## src/rtl/wishbone_lsu_master.sv

```systemverilog
// Load/store bridge: one core memory request becomes one Wishbone classic cycle with lane steering and load extension.
// Latency: 3 edges request-to-DONE with a zero-wait slave; misaligned/illegal requests error out after 1 edge without a bus cycle.
// Backpressure: the slave stalls via ACK; i_REQ is only sampled in IDLE. WB_TIMEOUT_EN adds a bus-abort watchdog.
module wishbone_lsu_master #(
    parameter int DATA_WIDTH     = 32,
    parameter int ADDR_WIDTH     = 32,
    parameter int TIMEOUT_CYCLES = 255
) (
    input  logic                  i_CLK,
    input  logic                  i_RST,
    input  logic                  i_REQ,
    input  logic                  i_WE,
    input  logic [2:0]            i_FUNCT3,
    input  logic [ADDR_WIDTH-1:0] i_ADDR,
    input  logic [DATA_WIDTH-1:0] i_WDATA,
    output logic                  o_BUSY,
    output logic                  o_DONE,
    output logic                  o_ERR,
    output logic [DATA_WIDTH-1:0] o_RDATA,
    output logic                  o_CYC,
    output logic                  o_STB,
    output logic                  o_WE,
    output logic [ADDR_WIDTH-1:0] o_ADR,
    output logic [3:0]            o_SEL,
    output logic [DATA_WIDTH-1:0] o_DAT,
    input  logic [DATA_WIDTH-1:0] i_DAT,
    input  logic                  i_ACK
);

    typedef enum logic [1:0] {S_IDLE, S_BUS, S_RESP} state_t;

    state_t                  state_q, state_d;
    logic [2:0]              funct3_q, funct3_d;
    logic [1:0]              lane_q, lane_d;
    logic [DATA_WIDTH-1:0]   rbuf_q, rbuf_d;
    logic                    busy_d, done_d, err_d, cyc_d, stb_d, we_d;
    logic [DATA_WIDTH-1:0]   rdata_d, dat_d;
    logic [ADDR_WIDTH-1:0]   adr_d;
    logic [3:0]              sel_d;

`ifdef WB_TIMEOUT_EN
    localparam int CW = $clog2(TIMEOUT_CYCLES + 1);
    logic [CW-1:0] to_cnt_q, to_cnt_d;
    logic          to_err_q, to_err_d;
`endif

    // BU/HU exist only as loads; 011 and 11x are never legal.
    function automatic logic req_ok(input logic we, input logic [2:0] f3, input logic [1:0] lo);
        case (f3)
            3'b000:  req_ok = 1'b1;
            3'b001:  req_ok = (lo[0] == 1'b0);
            3'b010:  req_ok = (lo == 2'b00);
            3'b100:  req_ok = !we;
            3'b101:  req_ok = !we && (lo[0] == 1'b0);
            default: req_ok = 1'b0;
        endcase
    endfunction

    function automatic logic [3:0] sel_for(input logic [2:0] f3, input logic [1:0] lo);
        case (f3[1:0])
            2'b00:   sel_for = 4'b0001 << lo;
            2'b01:   sel_for = 4'b0011 << lo;
            default: sel_for = 4'b1111;
        endcase
    endfunction

    function automatic logic [DATA_WIDTH-1:0] wdat_for(input logic [2:0] f3, input logic [DATA_WIDTH-1:0] wd);
        case (f3[1:0])
            2'b00:   wdat_for = {4{wd[7:0]}};
            2'b01:   wdat_for = {2{wd[15:0]}};
            default: wdat_for = wd;
        endcase
    endfunction

    function automatic logic [DATA_WIDTH-1:0] load_ext(input logic [2:0] f3, input logic [1:0] lo,
                                                       input logic [DATA_WIDTH-1:0] d);
        logic [DATA_WIDTH-1:0] s;
        s = d >> {lo, 3'b000};
        case (f3)
            3'b000:  load_ext = {{24{s[7]}}, s[7:0]};
            3'b001:  load_ext = {{16{s[15]}}, s[15:0]};
            3'b100:  load_ext = {24'd0, s[7:0]};
            3'b101:  load_ext = {16'd0, s[15:0]};
            default: load_ext = s;
        endcase
    endfunction

    always_comb begin
        state_d  = state_q;
        funct3_d = funct3_q;
        lane_d   = lane_q;
        rbuf_d   = rbuf_q;
        cyc_d    = o_CYC;
        stb_d    = o_STB;
        we_d     = o_WE;
        adr_d    = o_ADR;
        sel_d    = o_SEL;
        dat_d    = o_DAT;
        done_d   = 1'b0;
        err_d    = 1'b0;
        rdata_d  = '0;
`ifdef WB_TIMEOUT_EN
        to_cnt_d = to_cnt_q;
        to_err_d = to_err_q;
`endif
        case (state_q)
            S_IDLE: begin
                if (i_REQ) begin
                    if (req_ok(i_WE, i_FUNCT3, i_ADDR[1:0])) begin
                        state_d  = S_BUS;
                        funct3_d = i_FUNCT3;
                        lane_d   = i_ADDR[1:0];
                        cyc_d    = 1'b1;
                        stb_d    = 1'b1;
                        we_d     = i_WE;
                        adr_d    = {i_ADDR[ADDR_WIDTH-1:2], 2'b00};
                        sel_d    = sel_for(i_FUNCT3, i_ADDR[1:0]);
                        dat_d    = wdat_for(i_FUNCT3, i_WDATA);
`ifdef WB_TIMEOUT_EN
                        to_cnt_d = '0;
                        to_err_d = 1'b0;
`endif
                    end else begin
                        done_d = 1'b1;
                        err_d  = 1'b1;
                    end
                end
            end
            S_BUS: begin
                if (i_ACK) begin
                    rbuf_d  = o_WE ? '0 : load_ext(funct3_q, lane_q, i_DAT);
                    state_d = S_RESP;
                    cyc_d   = 1'b0;
                    stb_d   = 1'b0;
                    we_d    = 1'b0;
                    sel_d   = 4'b0000;
`ifdef WB_TIMEOUT_EN
                end else if (to_cnt_q == CW'(TIMEOUT_CYCLES - 1)) begin
                    rbuf_d   = '0;
                    to_err_d = 1'b1;
                    state_d  = S_RESP;
                    cyc_d    = 1'b0;
                    stb_d    = 1'b0;
                    we_d     = 1'b0;
                    sel_d    = 4'b0000;
                end else begin
                    to_cnt_d = to_cnt_q + 1'b1;
`endif
                end
            end
            S_RESP: begin
                state_d = S_IDLE;
                done_d  = 1'b1;
                rdata_d = rbuf_q;
`ifdef WB_TIMEOUT_EN
                err_d   = to_err_q;
`endif
            end
            default: state_d = S_IDLE;
        endcase
        busy_d = (state_d != S_IDLE);
    end

    always_ff @(posedge i_CLK or negedge i_RST) begin
        if (!i_RST) begin
            state_q  <= S_IDLE;
            funct3_q <= '0;
            lane_q   <= '0;
            rbuf_q   <= '0;
            o_BUSY   <= 1'b0;
            o_DONE   <= 1'b0;
            o_ERR    <= 1'b0;
            o_RDATA  <= '0;
            o_CYC    <= 1'b0;
            o_STB    <= 1'b0;
            o_WE     <= 1'b0;
            o_ADR    <= '0;
            o_SEL    <= '0;
            o_DAT    <= '0;
`ifdef WB_TIMEOUT_EN
            to_cnt_q <= '0;
            to_err_q <= 1'b0;
`endif
        end else begin
            state_q  <= state_d;
            funct3_q <= funct3_d;
            lane_q   <= lane_d;
            rbuf_q   <= rbuf_d;
            o_BUSY   <= busy_d;
            o_DONE   <= done_d;
            o_ERR    <= err_d;
            o_RDATA  <= rdata_d;
            o_CYC    <= cyc_d;
            o_STB    <= stb_d;
            o_WE     <= we_d;
            o_ADR    <= adr_d;
            o_SEL    <= sel_d;
            o_DAT    <= dat_d;
`ifdef WB_TIMEOUT_EN
            to_cnt_q <= to_cnt_d;
            to_err_q <= to_err_d;
`endif
        end
    end

endmodule

```

## config.mk

```make
export PLATFORM = sky130hd
export DESIGN_NAME = wishbone_lsu_master
export DESIGN_NICKNAME = d
export VERILOG_FILES = /design/src/rtl/wishbone_lsu_master.sv
export SDC_FILE = /design/constraint.sdc
export NUM_CORES = 1
export LEC_CHECK = 0
export CAP_MARGIN = 10
export CORE_UTILIZATION = 50
export CTS_BUF_LIST = sky130_fd_sc_hd__clkbuf_2 sky130_fd_sc_hd__clkbuf_4 sky130_fd_sc_hd__clkbuf_8
export DETAILED_ROUTE_END_ITERATION = 8
export PLACE_DENSITY_LB_ADDON = 0.3
export SLEW_MARGIN = 20
export SYNTH_ARGS = -nofsm -noshare
export SYNTH_HDL_FRONTEND = slang
export SYNTH_SLANG_ARGS = --single-unit
```

## constraint.sdc

```tcl
create_clock -name i_CLK -period 3.2 [get_ports i_CLK]
set_input_delay 0.64 -clock i_CLK [delete_from_list [all_inputs] [get_ports i_CLK]]
set_output_delay 0.64 -clock i_CLK [all_outputs]
set_load 0.05 [all_outputs]
```

* After elaboration in Yosys (flattened, before gate mapping)
Cells that the tools add are included.
Operators by class: equality and inequality tests 13, shift-type cells 3, muxes and demuxes 27, bitwise gates (word level) 1, reduce and logical (&&, ||, !) cells 12
Operators with widths (number):
- 32-bit case mux with 4 select lines | 1
- 32-bit two-way mux | 2
- 32-bit case mux with 2 select lines | 1
- 32-bit by 5-bit right shift with 32-bit output | 1
- 4-bit case mux with 2 select lines | 2
- 3-bit equality test (second input constant) | 4
- 4-bit two-way mux | 3
- 1-bit two-way mux | 10
- 3-bit by 1-bit equality test with 1-bit output (second input constant) | 2
- 2-bit logical NOT | 3
- 3-bit logical NOT | 2
- 2-bit two-way mux | 3
- 1-bit case mux with 2 select lines | 3
- 1-bit case mux with 5 select lines | 1
- 2-bit by 1-bit equality test with 1-bit output (second input constant) | 2
- 2-bit != test (second input constant) | 2
- 2-bit case mux with 2 select lines | 1
- 4-bit AND reduction | 1
- 2-bit nonzero test | 2
- 1-bit by 2-bit << shifter with 4-bit output (first input constant) | 1
- 2-bit by 2-bit << shifter with 4-bit output (first input constant) | 1
- 3-bit by 2-bit equality test with 1-bit output (second input constant) | 1
- 3-bit AND reduction | 1
- 2-bit equality test (second input constant) | 1
- 5 further kinds | 5
Storage, ports and cells: register bits after elaboration 142, bits of input ports 104, output and inout port bits 106

* Longest topological paths before layout
Gate-level depths: netlist of the first run.
depth after elaboration 9, mapped depth 7, depth with buffers taken out 4

* Least setup slack after synthesis of the first run
OpenSTA, ideal clock, no wires.
kind reg2reg, from register o_WE, to register rbuf_q[30], setup time 0.064 ns, arrival time 1.825 ns, slack 1.311 ns, cell stages (with the launch flop) 7, path buffers 2, clock period less this slack 1.889 ns, path through dfrtp_1 -> nand4bb_1 -> buf_2 -> nor3b_2 -> nor2b_1 -> buf_2 -> a221o_2
Between the ends: cells in the longest elaborated chain, start to end 1
Ends and longest elaborated chain:
- start, declared | line 22 | output logic o_WE,
- start signal, assigned | line 195 | o_WE <= we_d;
- 32-bit two-way mux | line 131 | rbuf_d = o_WE ? '0 : load_ext(funct3_q, lane_q, i_DAT);
- end signal, assigned | line 188 | rbuf_q <= rbuf_d;
- end, declared | line 35 | logic [DATA_WIDTH-1:0] rbuf_q, rbuf_d;
Every way passes these cells. A chain may end at the register's enable or synchronous reset.

* Worst setup path after layout of the first run
from register o_WE, to output port o_WE
No word-level cell between the ends.

==> results of run 1 <==
## final timing paths
kind                            cells after the start                endpoint
min in group i_CLK                                  2   o_DAT[26]$_DFFE_PN0P_
worst max register to register                      5  rbuf_q[19]$_DFFE_PN0P_
max in group asynchronous                           2   rbuf_q[2]$_DFFE_PN0P_
worst max-delay path                                1                    o_WE
worst min-delay path                                1   o_DAT[28]$_DFFE_PN0P_
worst min register to register                      2   o_DAT[26]$_DFFE_PN0P_
## metrics by stage
step | util | cells | cell area [µm²] | worst slack, ps | hold slack (ps)
2_1_floorplan | - | 490 | 6023 | 1311 | 344.4
5_1_grt | 0.7473 | 849 | 8642 | 801.3 | 247.8
3_3_place_gp | 0.7130 | 818 | 8245 | 566.1 | 459.5
6_report | 0.7473 | 849 | 8642 | 884.8 | 209.4
4_1_cts | 0.7473 | 849 | 8642 | 845.8 | 211.4
3_5_place_dp | 0.7130 | 818 | 8245 | 514.3 | 468.2
## cell usage after synthesis
library cell  instances
a211o_2               1
and2_1               32
buf_4                 3
dfrtp_1             142
o21ai_1               1
clkbuf_1             20
o2bb2ai_1             5
a21oi_1              18
nor4_4                1
o21ai_0              50
nand2_1              44
buf_6                 2
buf_2                 8
or2_2                 4
mux2_2               49
a221o_1               6
nor2_1               13
a22o_1                8
nor2b_1               4
mux4_2                2
nor3b_1               2
a221o_2               9
nand3b_1              8
nand2b_1              2
buf_1                 3
nand4bb_1             1
a21o_1                1
a221oi_1              1
mux2i_1              42
nor3b_2               2
conb_1                1
inv_1                 3
nor4_1                1
## flip-flops by register name, indices dropped and copies added, names as in the netlist
name and cells:
o_SEL 4, rbuf_q 32, o_DONE 1, o_STB 1, lane_q 2, o_ADR 30
funct3_q 3, o_WE 1, o_RDATA 32, o_BUSY 1, o_DAT 32, o_ERR 1
state_q 2
## cells by family (layout without fill, tap and decap cells)
group,count (synthesis),in the layout
other,1,2
AND/OR/NAND/NOR,114,114
multiplexers,93,93
AO/OA/AOI/OAI,100,100
flip-flops,142,142
buffers and inverters,39,255
## placed cells by master, fill, tap and decap left out, types with 6 or more instances in the layout
cell type | Yosys | routed
nor2_1 | 13 | 13
nand3b_1 | 8 | 8
clkbuf_8 | 0 | 21
a21oi_1 | 18 | 18
mux2i_1 | 42 | 42
a221o_2 | 9 | 9
nand2_1 | 44 | 44
a221o_1 | 6 | 6
and2_1 | 32 | 32
buf_4 | 3 | 12
dfrtp_1 | 142 | 142
clkdlybuf4s50_1 | 0 | 206
o21ai_0 | 50 | 50
mux2_2 | 49 | 49
a22o_1 | 8 | 8
## worst register-to-register path, cell delays in order, from the launching register on
cell and delay, ps:
dfrtp_1 760, mux2i_1 190, mux4_2 510, nor4_4 210, buf_4 260, a221o_1 160
## power by group through the flow
stage,clock [W],combinational [W],sequential [W]
3_5_place_dp,0,0.00276,0.00262
4_1_cts,0.00145,0.00278,0.00259
5_1_grt,0.00152,0.00291,0.00266
2_1_floorplan,0,0.000821,0.00355
6_report,0.00141,0.00275,0.00259
3_3_place_gp,0,0.00271,0.00259
## per-layer routing
layer / GRT usage / up-vias / wire length, µm / share of wire
met5: 0 / - / 0 / 0
met4: 0.1198 / 0 / 436 / 0.030
met3: 0.08002 / 38 / 1042 / 0.071
met2: 0.4340 / 156 / 7591 / 0.52
met1: 0.2896 / 2263 / 5629 / 0.38
li1: - / 2125 / - / -
## layout make-up
cell class | instances | share of cell area
repair buffers | 221 | 0.2550
flip-flops and latches | 142 | 0.4112
clock buffers | 24 | 0.03605
well taps | 143 | 0.02070
multi-input cells | 309 | 0.2660
inverters | 3 | 0.001303
clock inverters | 7 | 0.009845
==> results by group, run 1 <==
Critical path
  – Critical Path End Type: primary output
  – Kind of cell adding the most delay to the critical path: buffers and inverters
  – Slowest CP cell: clkdlybuf4s50_1
  – FF-to-FF Start: lane_q[0]$_DFFE_PN0P_
  – Worst Path Buf+Inv: 1
  – Critical path type: reg -> out
  – Crit-path cells: clkdlybuf4s50_1
  – Crit path required time: 2560 ps
  – Startpoint types: register
  – WP data arrival: 1680 ps
  – Reg2reg setup slack: 1040 ps
  – CP startpoint: o_WE$_DFFE_PN0P_
  – Largest stage delay, worst path: 840 ps
  – Worst Path Max Fanout: 4

Clocking
  – Depth of the CTS H-tree: 4
  – Postcts setup bufs: 0
  – Clock Latency Late Sink: 440 ps
  – CTS clk-pin slew, worst paths: 70 ps
  – Clock buffer depth: 2
  – Hold_buf cts: 0
  – CTS Buf Count: 17
  – Root Driver: clkbuf_8
  – Cts repair resizes: 0
  – # clock sinks: 142
  – CTS tree: yes

Synthesis
  – Area contributors post-synth: dfrtp_1 (59%), mux2_2 (9.2%), mux2i_1 (7.0%), o21ai_0 (4.2%), and2_1 (3.3%)
  – Largest area contributor in the netlist: dfrtp_1
  – Synth top area share: 0.5903
  – Compound-gate portion of the synthesized area: 0.1075
  – Adder-cell share of the synthesized area: 0
  – Mapped cell area: 6020 µm²
  – Mapped Cells: 489
  – Xor and xnor fraction of the mapped netlist area: 0
  – Main combinational cell family by area after synthesis: multiplexers
  – Warnings, synthesis: 0
  – Synth Register Bits: 142
  – Simple logic cell fraction of the synthesized area: 0.1023
  – Multiplexer area fraction after synthesis: 0.1690
  – Library cells used by synthesis: 33
  – Register area share after synthesis: 0.5903
  – Avg Inst Size Synth: 12.31 µm²

Power and ir drop
  – Seq pwr share: 0.383
  – Internal Power: 0.004172 W
  – Sw Pwr: 0.002587 W
  – Peak supply drop: 0.5539 mV
  – Clock Power Share: 0.209
  – Combinational share of power: 0.407
  – Sw Ratio: 0.3828
  – Leakage power: 3.843 nW
  – Total power draw: 0.006760 W
  – Power Density: 782.2 nW/µm²

Timing
  – Unrepaired setup endpoints after global routing: no
  – Worst-Margin Slew: 908.1 ps
  – Fmax achieved: 431.9 MHz
  – Final Skew: 7.615 ps
  – Total negative setup slack: 0 ps
  – Worst slew margin: 0.3924
  – Hold Violations, Final: 0
  – Final period util: 0.7235
  – Period minus WS final: 2315 ps
  – Final setup fails: 0
  – Max Transition Viols Final: 0

Global routing
  – Vias in the first global route: 4,894
  – All-Layer GR Usage: 0.2538
  – Antenna violations before repair: 0
  – First-pass GRT wire length: 24,470 µm
  – Largest net degree at the start of global routing: 73
  – Total global routing overflow: 0

Floorplanning
  – Die Wd: 111.7 µm
  – Starting density of the core: 0.5205
  – Die height: 111.7 µm
  – Core Box Area: 11,560 µm²
  – I/O pin count: 210
  – Row count: 39
  – Die ar.: 12,480 µm²

Drt
  – Routed WL: 14,700 µm
  – Final ANT Viol Nets: 0
  – Vias per inst: 5.397
  – Via count: 4,582
  – TritonRoute pass-1 iters: 6
  – Avg WL per Cell: 17.31 µm
  – Detailed Route Iter0 Violations: 213
  – DRC: 9

Job
  – Max-Cap Viols: 0

Finish
  – Area grow syn2layout: 43.57%
  – NumNets Final: 798
  – Layout cells sized above 1: 0.1629
  – Register area: 3553 µm²
  – Antenna cells: 0
  – Multi-input gate area: 2298 µm²
  – # fillers: 808

Outcome
  – Failing checks: DRC
  – Status: finished with violations

Placement
  – Dpl hpwl: 10,840 µm
  – Final GP Congestion: 0.8619
  – Port-buffer cells: 207

Worst hold path
  – Hold Path Class: in -> async
No activity file was read; power rests on OpenSTA's default activity.
==> run 2: changes to the inputs <==
--- a/config.mk
+++ b/config.mk
@@ -6,7 +6,7 @@
 export NUM_CORES = 1
 export LEC_CHECK = 0
 export CAP_MARGIN = 10
-export CORE_UTILIZATION = 50
+export CORE_UTILIZATION = 47
 export CTS_BUF_LIST = sky130_fd_sc_hd__clkbuf_2 sky130_fd_sc_hd__clkbuf_4 sky130_fd_sc_hd__clkbuf_8
 export DETAILED_ROUTE_END_ITERATION = 8
 export PLACE_DENSITY_LB_ADDON = 0.3
==> constraint.sdc (replaced) <==
create_clock -name i_CLK -period 2.14 [get_ports i_CLK]
set_input_delay 0.428 -clock i_CLK [delete_from_list [all_inputs] [get_ports i_CLK]]
set_output_delay 0.428 -clock i_CLK [all_outputs]
set_load 0.05 [all_outputs]
==> run 2 against run 1 <==
The flow now finishes without violations. Register-to-register slack worse by 760 ps. Global-route usage fell by 1.7 points. Utilization fell by 2.2 points. Worst hold slack improved by 270 ps. Setup slack got worse by 810 ps. Flip-flop and latch count did not move. Sequential power is 48% higher. Sequential share of layout area decreased by 1.2 points. Cell count increased by 5.4%. Wire length rose by 0.94%.
==> results by group, run 2 (synthesized netlist as in run 1, its figures left out) <==
Power and ir drop
  – Peak supply drop: 0.6690 mV
  – Total power draw: 0.01026 W
  – Power Density: 1155 nW/µm²
  – Leakage power: 4.010 nW

Finish
  – NumNets Final: 818
  – Post-Route Utilization: 0.7251
  – Commonest cells after routing, fill and taps aside: clkdlybuf4s50_1 (201), dfrtp_1 (142), o21ai_0 (50)
  – Layout cells sized above 1: 0.1857
  – Largest registers: o_DAT (32), o_RDATA (32), rbuf_q (32)
  – Commonest non-fill, non-tap cell in the layout: clkdlybuf4s50_1
  – Layout Cells excl Fill: 895
  – Area grow syn2layout: 47.70%
  – Antenna cells: 0

Critical path
  – Largest stage delay, worst path: 850 ps
  – Worst Path Buf+Inv: 1
  – Crit path required time: 1710 ps
  – Startpoint types: register
  – Kind of cell adding the most delay to the critical path: buffers and inverters
  – Critical Path End Type: primary output
  – Critical path type: reg -> out
  – Slowest CP cell: clkdlybuf4s50_1
  – Worst Path Max Fanout: 2
  – Crit-path cells: clkdlybuf4s50_1
  – WP data arrival: 1640 ps

Placement
  – Final GP Congestion: 0.8168
  – Inst Count DP: 862
  – Dpl hpwl: 11,070 µm
  – Port-buffer cells: 207
  – Pre-CTS WS: -96.15 ps

Global routing
  – Antenna violations before repair: 1
  – Met2 Use GR: 0.4145
  – Largest net degree at the start of global routing: 57
  – Met1 GRT Util: 0.2623
  – First-pass GRT wire length: 23,440 µm
  – Vias in the first global route: 4,799
  – Met3 usage: 0.08065
  – Total global routing overflow: 0
  – All-Layer GR Usage: 0.2369
  – Grt peak-use layer: met2

Clocking
  – Clock Latency Late Sink: 430 ps
  – CTS clk-pin slew, worst paths: 70 ps
  – Clock buffer depth: 2
  – # clock sinks: 142
  – CTS tree: yes
  – Root Driver: clkbuf_8
  – Postcts setup bufs: 0
  – Depth of the CTS H-tree: 4
  – CTS Buf Count: 17

Timing
  – Worst-Margin Slew: 889.0 ps
  – Max Transition Viols Final: 0
  – Final setup fails: 0
  – WHS: 480.2 ps
  – Hold Violations, Final: 0
  – Worst slew margin: 0.4051
  – Final worst slack: 74.46 ps
  – Unrepaired setup endpoints after global routing: no
  – Period minus WS final: 2066 ps
  – Final period util: 0.9652
  – Final Skew: 10.86 ps
  – Fmax achieved: 484.1 MHz

Drt
  – Vias per inst: 5.135
  – DRC: 0
  – TritonRoute pass-1 iters: 4
  – Avg WL per Cell: 16.58 µm
  – Routed WL: 14,840 µm
  – Detailed Route Iter0 Violations: 209
  – Via count: 4,596
  – Final ANT Viol Nets: 0

Floorplanning
  – Die Wd: 115.2 µm
  – Row count: 40
  – Core Box Area: 12,260 µm²
  – Die ar.: 13,260 µm²
  – Die height: 115.2 µm
  – Starting density of the core: 0.4909
  – I/O pin count: 210

Worst hold path
  – Hold Path Class: reg -> reg

Outcome
  – Status: finished, final reports clean

Job
  – Max-Cap Viols: 0
run 2: changes by cell type in the layout (fill, tap and decap cells not counted), sizes merged:
cell / before / now
clkbuf: 24 / 27
buf: 15 / 34
clkdlybuf4s50: 206 / 201
dlygate4sd2: 0 / 1
dlygate4sd3: 0 / 1
dlymetal6s2s: 0 / 4
clkinv: 5 / 3
run 2: repair_timing:
action	in CTS	in global routing
gates resized for setup	1	4
hold endpoints to repair	54	0
setup endpoints to repair	1	4
pin swaps	0	0
hold buffers	1	0
run 2: report_power, final:
group	total, W	internal [W]	switching [W]
Clock	0.00222	0.00129	0.000929
Combinational	0.00421	0.00168	0.00253
Sequential	0.00384	0.00341	0.000421
run 2: final cells by class:
type                    count  area [µm²]
flip-flops and latches    142        3553
fillers                   876        3371
repair buffers            241        2390
multi-input cells         309        2298
clock buffers              27       352.8
well taps                 168       210.2
clock inverters             5       75.07
inverters                   3       11.26
run 2: worst paths after layout:
| kind | start | endpoint | slack [ps] | depth (start not counted) |
|---|---|---|---|---|
| setup / recovery | o_SEL[3]$_DFFE_PN0P_ | o_SEL[3] | 70 | 1 |
| hold / removal | rbuf_q[12]$_DFFE_PN0P_ | rbuf_q[12]$_DFFE_PN0P_ | 480 | 2 |
| setup reg to reg | lane_q[0]$_DFFE_PN0P_ | rbuf_q[31]$_DFFE_PN0P_ | 280 | 5 |
| hold reg to reg | rbuf_q[12]$_DFFE_PN0P_ | rbuf_q[12]$_DFFE_PN0P_ | 480 | 2 |
| max in group asynchronous | i_RST | o_STB$_DFFE_PN0P_ | 1010 | 3 |
| min in group asynchronous | i_RST | o_RDATA[29]$_DFF_PN0_ | 500 | 2 |
run 2: metrics by stage:
step,area (µm²),setup TNS [ps]
after floorplan,6023,0
after global placement,8444,-674.8
after detailed placement,8444,-3884
after CTS,8881,0
after global routing,8891,0
final,8891,0
run 2: per-layer routing:
layer,wire length (µm),part of all wire
met5,13,0.00088
met3,1032,0.070
met4,367,0.025
met2,7638,0.51
met1,5785,0.39
==> run 3: changes to the inputs <==
--- a/config.mk
+++ b/config.mk
@@ -6,9 +6,10 @@
 export NUM_CORES = 1
 export LEC_CHECK = 0
 export CAP_MARGIN = 10
-export CORE_UTILIZATION = 47
+export CORE_UTILIZATION = 60
 export CTS_BUF_LIST = sky130_fd_sc_hd__clkbuf_2 sky130_fd_sc_hd__clkbuf_4 sky130_fd_sc_hd__clkbuf_8
 export DETAILED_ROUTE_END_ITERATION = 8
+export DONT_BUFFER_PORTS = 1
 export PLACE_DENSITY_LB_ADDON = 0.3
 export SLEW_MARGIN = 20
 export SYNTH_ARGS = -nofsm -noshare
==> constraint.sdc (replaced) <==
create_clock -name i_CLK -period 2.45 [get_ports i_CLK]
set_input_delay 0.49 -clock i_CLK [delete_from_list [all_inputs] [get_ports i_CLK]]
set_output_delay 0.49 -clock i_CLK [all_outputs]
set_load 0.05 [all_outputs]
==> run 3 against run 2 <==
Global-route usage rose by 0.87 points. Die area down 21%. Critical path type is now reg -> reg. Non-clock buffer count fell by 230. The flow now finishes with violations (hold timing). Sequential power is 23% higher. Count of clock-buffer cells in the layout shrank 8. Worst hold slack worse by 730 ps. Critical endpoint is now rbuf_q[25]$_DFFE_PN0P_. Utilization is 5.2 points lower. Flip-flop and latch count is the same.
==> results by group, run 3 (synthesized netlist as in run 1, its figures left out) <==
Timing
  – Hold Violations, Final: 142
  – Worst-Margin Slew: 958.2 ps
  – Final Skew: 7.897 ps
  – Final period util: 0.7675
  – Worst slew margin: 0.3583
  – Period minus WS final: 1880 ps
  – Total negative setup slack: 0 ps
  – Final setup fails: 0
  – Unrepaired setup endpoints after global routing: no
  – WHS: -246.6 ps
  – Max Transition Viols Final: 0
  – Fmax achieved: 531.8 MHz

Power and ir drop
  – Leakage power: 3.024 nW
  – Combinational share of power: 0.158
  – Peak supply drop: 0.7499 mV
  – Clock Power Share: 0.244
  – Seq pwr share: 0.598
  – Internal Power: 0.004676 W
  – Sw Pwr: 0.003216 W
  – Power Density: 1205 nW/µm²
  – Sw Ratio: 0.4075

Global routing
  – Met1 GRT Util: 0.3051
  – First-pass GRT wire length: 19,150 µm
  – Largest net degree at the start of global routing: 143
  – Total global routing overflow: 0
  – All-Layer GR Usage: 0.2456
  – Vias in the first global route: 3,798
  – Met2 Use GR: 0.3903
  – Met3 usage: 0.08755
  – Grt peak-use layer: met2
  – Antenna violations before repair: 0

Worst hold path
  – Hold Path Class: in -> async

Job
  – Max-Cap Viols: 0

Placement
  – Inst Count DP: 598
  – Final GP Congestion: 0.7786
  – Port-buffer cells: 0
  – Dpl hpwl: 8385 µm

Clocking
  – Depth of the CTS H-tree: 4
  – Clock Latency Late Sink: 420 ps
  – Root Driver: clkbuf_8
  – Clock buffer depth: 2
  – Postcts setup bufs: 0
  – CTS clk-pin slew, worst paths: 80 ps
  – # clock sinks: 142
  – CTS tree: yes
  – Cts repair resizes: 0
  – CTS Buf Count: 17

Floorplanning
  – Row count: 36
  – Core Box Area: 9729 µm²
  – Starting density of the core: 0.6187
  – I/O pin count: 210
  – Die ar.: 10,440 µm²
  – Die Wd: 102.2 µm
  – Die height: 102.2 µm

Critical path
  – Worst Path Max Fanout: 9
  – WP data arrival: 2240 ps
  – Crit path required time: 2810 ps
  – Critical Path End Type: register
  – Startpoint types: register
  – Critical path type: reg -> reg

Finish
  – Layout Cells excl Fill: 630
  – Commonest cells after routing, fill and taps aside: dfrtp_1 (142), o21ai_0 (50), mux2_2 (49)
  – Antenna cells: 0
  – NumNets Final: 588
  – # fillers: 741
  – Area grow syn2layout: 8.772%
  – Layout cells sized above 1: 0.2274
  – Commonest non-fill, non-tap cell in the layout: dfrtp_1
  – Largest registers: o_DAT (32), o_RDATA (32), rbuf_q (32)

Drt
  – Routed WL: 12,200 µm
  – Detailed Route Iter0 Violations: 156
  – Via count: 3,739
  – Final ANT Viol Nets: 0
  – TritonRoute pass-1 iters: 5
  – Vias per inst: 5.935
  – Avg WL per Cell: 19.36 µm
  – DRC: 0

Outcome
  – Failing checks: hold timing
  – Status: finished with violations
run 3: area by class of cell:
| cell class | count | area [µm²] | area share |
|---|---|---|---|
| sequential | 142 | 3553 | 0.5427 |
| multi-input combinational | 309 | 2301 | 0.3514 |
| clock buffer | 19 | 255.2 | 0.03898 |
| tap | 133 | 166.4 | 0.02542 |
| clock inverter | 13 | 165.2 | 0.02522 |
| timing repair buffer | 11 | 95.09 | 0.01452 |
| inverter | 3 | 11.26 | 0.001720 |
run 3: critical path, cell delays in order (launching register included):
cell and delay (ps):
dfrtp_1 420, nand4bb_1 250, nor3b_2 200, buf_4 180, nor2b_1 500, a221o_2 260
run 3: path summary, 6_finish.rpt:
| check | from | to | slack, ps | cells past startpoint |
|---|---|---|---|---|
| min | i_RST | o_RDATA[6]$_DFF_PN0_ | -250 | 0 |
| max reg2reg | state_q[1]$_DFF_PN0_ | rbuf_q[25]$_DFFE_PN0P_ | 570 | 5 |
| max in group asynchronous | i_RST | o_BUSY$_DFF_PN0_ | 2490 | 0 |
| min in group i_CLK | i_ACK | state_q[0]$_DFF_PN0_ | 170 | 1 |
| max | state_q[1]$_DFF_PN0_ | rbuf_q[25]$_DFFE_PN0P_ | 570 | 5 |
| min reg2reg | rbuf_q[8]$_DFFE_PN0P_ | rbuf_q[8]$_DFFE_PN0P_ | 470 | 2 |
run 3: power by group through the flow:
| stage | clock, W | sequential [W] | combinational, W |
|---|---|---|---|
| after global placement | 0 | 0.00475 | 0.00120 |
| final | 0.00193 | 0.00472 | 0.00124 |
| after CTS | 0.00197 | 0.00472 | 0.00126 |
| after global routing | 0.00207 | 0.00479 | 0.00139 |
| after detailed placement | 0 | 0.00476 | 0.00126 |
| after floorplan | 0 | 0.00464 | 0.00107 |
run 3: stage by stage:
stage / power, W / cell area (µm²) / hold WS, ps / utilization / setup slack (ps)
floorplan: 0.005710 / 6023 / 194.4 / - / 560.8
global placement: 0.005949 / 6127 / 197.1 / 0.6298 / 605.3
detailed placement: 0.006018 / 6127 / 198.0 / 0.6298 / 512.4
CTS: 0.007948 / 6548 / -271.3 / 0.6730 / 586.5
global route: 0.008253 / 6548 / -284.2 / 0.6730 / 449.3
finish: 0.007892 / 6548 / -246.6 / 0.6730 / 569.7
run 3: layer usage:
metal  vias to the layer above  wire length [µm]
met3                        18              1071
met2                       149              6114
met4                         0               208
li1                       1709                 -
met5                         -                 0
met1                      1863              4804
